`config.mk`:
```
export PLATFORM = sky130hd
export DESIGN_NAME = spi_txn_sched
export DESIGN_NICKNAME = d
export VERILOG_FILES = /design/src/rtl/spi_pkg.sv /design/src/rtl/spi_rr_arb.sv /design/src/rtl/spi_txn_sched.sv
export SDC_FILE = /design/constraint.sdc
export NUM_CORES = 1
export LEC_CHECK = 0
export CAP_MARGIN = 0
export CORE_ASPECT_RATIO = 0.75
export CORE_MARGIN = 2
export CORE_UTILIZATION = 46
export DETAILED_ROUTE_END_ITERATION = 16
export PLACE_DENSITY = 0.89
export SLEW_MARGIN = 15
export SYNTH_ARGS = -nofsm -noshare
export SYNTH_HDL_FRONTEND = slang
export SYNTH_HIERARCHICAL = 1
export SYNTH_SLANG_ARGS = --single-unit
```
`constraint.sdc`:
```
create_clock -name m_clk -period 2.3 [get_ports m_clk]
set_clock_uncertainty 0.1 [all_clocks]
set_input_delay 0.575 -clock m_clk [delete_from_list [all_inputs] [get_ports m_clk]]
set_output_delay 0.575 -clock m_clk [all_outputs]
set_load 0.01 [all_outputs]
```
`src/rtl/spi_pkg.sv`:
```
// Shared types and constants for the SPI transaction scheduler and its arbiter.
package spi_pkg;

    typedef enum logic [2:0] {
        ST_IDLE,
        ST_SETUP,
        ST_ADDR,
        ST_DATA,
        ST_HOLD
    } state_t;

    localparam int RD_FLAG_BIT = 7;
    localparam int WD_TIMEOUT  = 255;

    // The read flag owns bit 7, so a write address always goes out with bit 7 cleared.
    function automatic logic [7:0] make_add_byte(input logic [7:0] addr, input logic is_rd);
        logic [7:0] v;
        v = addr;
        v[RD_FLAG_BIT] = is_rd;
        return v;
    endfunction

endpackage

```
`src/rtl/spi_rr_arb.sv`:
```
// Two-way round-robin arbiter: one-hot grant, priority flips to the requester not served last.
module spi_rr_arb (
    input  logic       i_clk,
    input  logic       i_rst,
    input  logic [1:0] i_req,
    input  logic       i_take,
    output logic [1:0] o_grant
);

    logic r_rd_prio;

    always_comb begin
        o_grant = 2'b00;
        if (i_req[0] && (!i_req[1] || !r_rd_prio))
            o_grant = 2'b01;
        else if (i_req[1])
            o_grant = 2'b10;
    end

    always_ff @(posedge i_clk or posedge i_rst) begin
        if (i_rst)
            r_rd_prio <= 1'b0;
        else if (i_take)
            r_rd_prio <= o_grant[0];
    end

endmodule

```
`src/rtl/spi_txn_sched.sv`:
```
// SPI transaction scheduler: arbitrates write/read requesters, sequences chip select and byte bursts.
// Optional byte_done watchdog is compiled in by defining SPI_SCHED_TIMEOUT_EN.
module spi_txn_sched
    import spi_pkg::*;
#(
    parameter int RD_BYTES = 15,
    parameter int WR_BYTES = 1,
    parameter int CS_SETUP = 2,
    parameter int CS_HOLD  = 2
) (
    input  logic       m_clk,
    input  logic       rst,
    input  logic       wr_req,
    input  logic       rd_req,
    input  logic [7:0] wr_addr,
    input  logic [7:0] rd_addr,
    output logic       wr_grant,
    output logic       rd_grant,
    output logic [7:0] add_byte,
    output logic       spi_cs,
    output logic       mosi_sel,
    output logic       byte_start,
    input  logic       byte_done,
    output logic       busy,
    output logic       txn_done,
    output logic       txn_err
);

    localparam int MAX_BYTES = (RD_BYTES > WR_BYTES) ? RD_BYTES : WR_BYTES;
    localparam int CNT_W     = $clog2(MAX_BYTES + 1);
    localparam int MAX_TMR   = (CS_SETUP > CS_HOLD) ? CS_SETUP : CS_HOLD;
    localparam int TMR_W     = $clog2(MAX_TMR + 1);

    state_t           r_state;
    logic [CNT_W-1:0] r_cnt;
    logic [TMR_W-1:0] r_tmr;
    logic             r_cs;
    logic             r_busy;
    logic             r_mosi;
    logic             r_start;
    logic             r_done;
    logic [7:0]       r_add;

    logic [1:0]       w_req;
    logic [1:0]       w_grant;
    logic             w_take;
    logic [CNT_W-1:0] w_last_idx;
    logic             w_data_last;
    logic             w_start_now;
    logic             w_byte_start;
    logic             w_wd_fire;

    assign w_req  = {rd_req, wr_req};
    assign w_take = (r_state == ST_IDLE) && (|w_req) && !rst;

    spi_rr_arb u_arb (
        .i_clk   (m_clk),
        .i_rst   (rst),
        .i_req   (w_req),
        .i_take  (w_take),
        .o_grant (w_grant)
    );

    // Grants and chained byte starts are combinational so they land in the same cycle as their cause.
    assign wr_grant     = w_take && w_grant[0];
    assign rd_grant     = w_take && w_grant[1];
    assign w_last_idx   = r_mosi ? CNT_W'(RD_BYTES - 1) : CNT_W'(WR_BYTES - 1);
    assign w_data_last  = (r_cnt == w_last_idx);
    assign w_start_now  = byte_done && ((r_state == ST_ADDR) ||
                                        ((r_state == ST_DATA) && !w_data_last));
    assign w_byte_start = r_start || w_start_now;

    assign byte_start = w_byte_start;
    assign spi_cs     = r_cs;
    assign busy       = r_busy;
    assign mosi_sel   = r_mosi;
    assign add_byte   = r_add;
    assign txn_done   = r_done;

`ifdef SPI_SCHED_TIMEOUT_EN
    logic [7:0] r_wd;
    logic       r_err;

    // r_wd holds the number of cycles elapsed since the most recent byte_start.
    assign w_wd_fire = ((r_state == ST_ADDR) || (r_state == ST_DATA)) && !byte_done &&
                       (r_wd == 8'(WD_TIMEOUT));

    always_ff @(posedge m_clk or posedge rst) begin
        if (rst) begin
            r_wd  <= '0;
            r_err <= 1'b0;
        end else begin
            r_err <= w_wd_fire;
            if (w_byte_start)
                r_wd <= 8'd1;
            else if ((r_state == ST_ADDR) || (r_state == ST_DATA))
                r_wd <= r_wd + 8'd1;
            else
                r_wd <= '0;
        end
    end

    assign txn_err = r_err;
`else
    assign w_wd_fire = 1'b0;
    assign txn_err   = 1'b0;
`endif

    always_ff @(posedge m_clk or posedge rst) begin
        if (rst) begin
            r_state <= ST_IDLE;
            r_cs    <= 1'b1;
            r_busy  <= 1'b0;
            r_mosi  <= 1'b0;
            r_add   <= '0;
            r_cnt   <= '0;
            r_tmr   <= '0;
            r_start <= 1'b0;
            r_done  <= 1'b0;
        end else begin
            r_start <= 1'b0;
            r_done  <= 1'b0;
            case (r_state)
                ST_IDLE: begin
                    if (w_take) begin
                        r_state <= ST_SETUP;
                        r_cs    <= 1'b0;
                        r_busy  <= 1'b1;
                        r_tmr   <= '0;
                        r_cnt   <= '0;
                        r_mosi  <= w_grant[1];
                        r_add   <= w_grant[1] ? make_add_byte(rd_addr, 1'b1)
                                              : make_add_byte(wr_addr, 1'b0);
                    end
                end
                ST_SETUP: begin
                    if (r_tmr == TMR_W'(CS_SETUP - 1)) begin
                        r_start <= 1'b1;
                        r_state <= ST_ADDR;
                        r_tmr   <= '0;
                    end else begin
                        r_tmr <= r_tmr + TMR_W'(1);
                    end
                end
                ST_ADDR: begin
                    if (byte_done) begin
                        r_state <= ST_DATA;
                        r_cnt   <= '0;
                    end
                end
                ST_DATA: begin
                    if (byte_done) begin
                        if (w_data_last) begin
                            r_state <= ST_HOLD;
                            r_tmr   <= '0;
                        end else begin
                            r_cnt <= r_cnt + CNT_W'(1);
                        end
                    end
                end
                ST_HOLD: begin
                    if (r_tmr == TMR_W'(CS_HOLD - 1)) begin
                        r_state <= ST_IDLE;
                        r_cs    <= 1'b1;
                        r_busy  <= 1'b0;
                        r_done  <= 1'b1;
                    end else begin
                        r_tmr <= r_tmr + TMR_W'(1);
                    end
                end
                default: begin
                    r_state <= ST_IDLE;
                    r_cs    <= 1'b1;
                    r_busy  <= 1'b0;
                end
            endcase
            // A watchdog expiry abandons the burst without a txn_done.
            if (w_wd_fire) begin
                r_state <= ST_IDLE;
                r_cs    <= 1'b1;
                r_busy  <= 1'b0;
            end
        end
    end

endmodule

```
Yosys cells after proc, flatten, opt, wreduce, memory -nomap -nowiden. Cells that the tools add are included.

Register bits: 23. Output and inout bits: 16.

Add/sub/neg operators: 2. Equality and inequality tests: 14. Mux-type cells: 31. Bitwise operators: 1. Reduce and logical (&&, ||, !) cells: 24.

Operator list (number): two-way mux 4 bit (5); two-way mux 3 bit (6); inequality test 2 bit (second input constant) (8); case mux 3 bit (5 select lines) (1); two-way mux 2 bit (7); case mux 4 bit (3 select lines) (1); AND reduction 5 bit (2); two-way mux 8 bit (1); case mux 2 bit (4 select lines) (1); logical AND 1 bit (7); two-way mux 1 bit (7); equality test 3 x 2 -> 1 bit (second input constant) (2); case mux 1 bit (3 select lines) (2); AND reduction 6 bit (1); adder 4 x 1 -> 4 bit (second input constant) (1); equality test 4 bit (1); logical NOT 1 bit (4); nonzero test 4 bit (1); equality test 3 x 1 -> 1 bit (second input constant) (1); equality test 3 bit (second input constant) (1); logical NOT 3 bit (1); logical OR 1 bit (3); AND reduction 3 bit (1); nonzero test 3 bit (1); other kinds (6) (6).

Longest topological paths before layout.
Word-level depth: 7. Mapped depth: 6.

By module. Netlist, hierarchy kept.

By module, submodules not included: spi_txn_sched (instances 1, cells an instance 125, area an instance 1198.6 µm², seq. area each 526.8 µm²); spi_rr_arb (instances 1, cells an instance 6, area an instance 66.3 µm², seq. area each 25.0 µm²).

Least setup slack after synthesis. OpenSTA, ideal clock, no wires.

Path type: register to output. From: register r_cnt[1]. To: output port byte_start. Arrival time: 1.523 ns. Setup slack: 0.102 ns. Stages on the path, launching flop included: 5. Cells stage by stage: dfrtp_1 > or4_4 > a21oi_4 > nand2_1 > a31o_2.

Cells in the longest elaborated chain, start to end: 6.

RTL lines: start: declaration (RTL line spi_txn_sched.sv:35) `logic [CNT_W-1:0] r_cnt;`; start signal: assignment (RTL line spi_txn_sched.sv:157) `r_cnt <= r_cnt + CNT_W'(1);`; equality test 4 bit (RTL line spi_txn_sched.sv:68) `assign w_data_last = (r_cnt == w_last_idx);`; logical NOT 1 bit (RTL line spi_txn_sched.sv:70) `((r_state == ST_DATA) && !w_data_last));`; logical AND 1 bit (RTL line spi_txn_sched.sv:70); logical OR 1 bit (RTL line spi_txn_sched.sv:69) `assign w_start_now = byte_done && ((r_state == ST_ADDR) ||`; logical AND 1 bit (RTL line spi_txn_sched.sv:69); logical OR 1 bit (RTL line spi_txn_sched.sv:71) `assign w_byte_start = r_start || w_start_now;`; end: declaration (RTL line spi_txn_sched.sv:22) `output logic byte_start,`.

No other way between the ends.

Final worst setup path. Same ends and word-level chain as after synthesis.

==> impl_metrics.yaml <==
outcome:
  status: "finished, violations left"
  violations: "setup timing"
cts:
  cts_root_buffer: "clkbuf_4"
  cts.clk_slew.worst_paths_ns: 0.12
  clk_latency_ns: 0.31
  clock_path_buffers: 2
  clock-sinks: 22
  htreeDepth: 1
  cts_tree: "yes"
  cts_buffers: 3
placement:
  place.gp.congestion: 0.890
  place_ws_ns: -0.478
  hpwl_um: 2530
  io_buffers: 33
  dpl_cell_area_um2: 1730
drt:
  ant_nets: 0
  vias: 1233
  wl_per_cell_um: 15.3
  drc_errors: 0
  drt_wl_total_um: 3470
  drtIter0Drc: 40
  via_per_inst: 5.43
  dr.pass1.iters: 4
power:
  p_per_area_nw_per_um2: 1100
  power_frac_comb_pct: 61.2
  power_switching_w: 0.000776
  internal_power_w: 0.00131
  swShare_pct: 37.2
  ir_drop_v: 0.000530
  p_leak_nw: 0.873
  p_seq_share_pct: 28.6
  pwr-share-clk_pct: 10.2
die:
  die_h_um: 49.4
  fp.dieArea_um2: 3190
  io_pins: 37
  initial_core_util_pct: 48.6
  rows: 16
  core_area_um2: 2600
  die_w_um: 64.6
critical_path:
  crit_buf_inv: 1
  cpLargestDelayFamily: "simple AND/OR/NAND/NOR gates"
  path_max_fanout: 2
  cp.arrival_ns: 1.84
  reg2reg_to: "r_state[1]$_DFFE_PP0P_"
  rr_worst_depth: 9
  max_stage_delay_ns: 0.55
  worstSetupPathType: "reg -> out"
  cp_cell_sequence: "or4_4, a21oi_4, nand2_2, a31o_2, buf_6"
  cp.required_ns: 1.62
  crit_path_end_kind: "output pin"
  rrSetupSlack_ns: 0.06
  startpoint_type: "flop"
  crit_path_top_delay_cell: "or4_4"
  timing.rr.start: "r_cnt[1]$_DFFE_PP0P_"
hold_path:
  hold_class: "in -> async"
logic_synthesis:
  ys_types: 41
  synth_fp_nets: 155
  synth-edff-count: 0
  synthCells: 131
  synth_area_per_cell_um2: 9.66
  synth_warnings: 6
  ys_seq_area_share_pct: 43.6
  yosys_most_used_dff: "dfrtp_1"
  synth_area_um2: 1260
  synth_seq_cells: 22
  async_flop_share_pct: 100
finish:
  layout_common_cells: "27 x clkdlybuf4s50_1, 26 x buf_4, 21 x dfrtp_1"
  final_core_util_pct: 73.1
  diodes: 0
  final_area_um2: 1900
  final_net_count: 216
  layout_commonest_cell: "clkdlybuf4s50_1"
  areaGrowthSynthToFinish_pct: 50.3
  drive_gt1_share_pct: 26.7
sta:
  fin_tns_setup_ns: -0.215
  whs_ns: 0.155
  fin_crit_sh_pct: 109
  final_max_slew_viol_count: 0
  rsz0062_at_grt: "yes"
  hold_viol: 0
  relSlewSlack_pct: 61.9
  layout_setup_ws_ns: -0.215
  fin_crit_ns: 2.51
  setup_viol: 1
  fmax_mhz: 398
  tightest_slew_ns: 0.557
global_routing:
  grt_pass1_vias: 1272
  gr-total-overflow: 0
  grt_pass1_wl_um: 5910
  antenna_found_initial: 0
  groute.usage.overall_pct: 24.3
  grt_max_degree: 17
flow_run:
  max_cap_viol_count: 0
==> worst reg2reg max path, stage by stage, from the launching register on <==
cell,delay (ns)
dfrtp_1,0.40
or4_4,0.55
a21oi_4,0.18
nand2_2,0.08
buf_6,0.11
buf_6,0.10
buf_6,0.10
buf_6,0.10
buf_6,0.11
a221o_1,0.31
==> registers in the layout (all words and copies together), names as in the netlist <==
name and count:
r_tmr 2, mosi_sel 1, r_start 1, r_cnt 4, txn_done 1, u_arb/r_rd_prio 1, spi_cs 1, busy 1
add_byte 7, r_state 3
==> cell type report <==
class	instances	area, um^2
clock buffer	4	36.3
fill	185	701
inverter	11	41.3
multi-input combinational	90	652
sequential	22	552
tap	36	45.0
timing repair buffer	64	576
==> power groups by stage <==
stage / Sequential (W) / Combinational [W] / Clock, W
2_1_floorplan: 0.000637 / 0.000581 / 0
3_3_place_gp: 0.000591 / 0.00104 / 0
3_5_place_dp: 0.000600 / 0.00110 / 0
4_1_cts: 0.000594 / 0.00123 / 0.000216
5_1_grt: 0.000607 / 0.00139 / 0.000235
6_report: 0.000597 / 0.00128 / 0.000212
==> logic make-up (layout without fill, tap and decap cells) <==
| logic type | count (synthesis) | count (layout) | share of synthesized area [%] |
|---|---|---|---|
| flip-flops | 22 | 22 | 43.6 |
| adder cells (fa/ha/maj) | 3 | 3 | 2.97 |
| AO/OA/AOI/OAI | 33 | 33 | 19.3 |
| other | 1 | 1 | 0.296 |
| buffers and inverters | 19 | 79 | 6.73 |
| AND/OR/NAND/NOR | 41 | 41 | 16.9 |
| multiplexers | 12 | 12 | 10.2 |
==> how the worst max path moves through the flow <==
stage | from | endpoint | slack, ns | cells after the start
2_1_floorplan | r_cnt[1]$_DFFE_PP0P_ | byte_start | 0.10 | 4
3_3_place_gp | rst | wr_grant | -0.40 | 5
3_5_place_dp | rst | wr_grant | -0.48 | 5
4_1_cts | mosi_sel$_DFFE_PP0P_ | r_state[1]$_DFFE_PP0P_ | -0.19 | 11
5_1_grt | r_cnt[1]$_DFFE_PP0P_ | byte_start | -0.30 | 5
6_report | r_cnt[1]$_DFFE_PP0P_ | byte_start | -0.21 | 5
==> through the flow <==
step | cells | power, W
2_1_floorplan | 131 | 0.00122
3_3_place_gp | 210 | 0.00163
4_1_cts | 228 | 0.00204
6_report | 227 | 0.00209
3_5_place_dp | 210 | 0.00170
5_1_grt | 227 | 0.00223
==> synth_stat cells, types with 4 or more instances <==
master	number	area, um^2
mux2i_1	8	80.1
dfrtp_1	21	526
nor2b_1	4	25.0
a21oi_1	12	60.1
inv_1	11	41.3
nor2_1	11	41.3
nor3_1	5	25.0
nand2_1	7	26.3
==> layer usage <==
layer / share of wire [%] / GRT usage (%) / up-vias
li1: - / - / 580
met1: 42 / 30.0 / 611
met2: 52 / 43.6 / 36
met3: 4.8 / 5.54 / 6
met4: 1.6 / 4.96 / 0
met5: 0 / 0 / -
==> what timing repair did <==
item,4_1_cts,5_1_grt
resized for setup,17,11
setup endpoints to repair,3,6
pin swaps,5,5
buffers inserted,14,1
hold buffers,0,0
(Power assumes the default switching activity.)
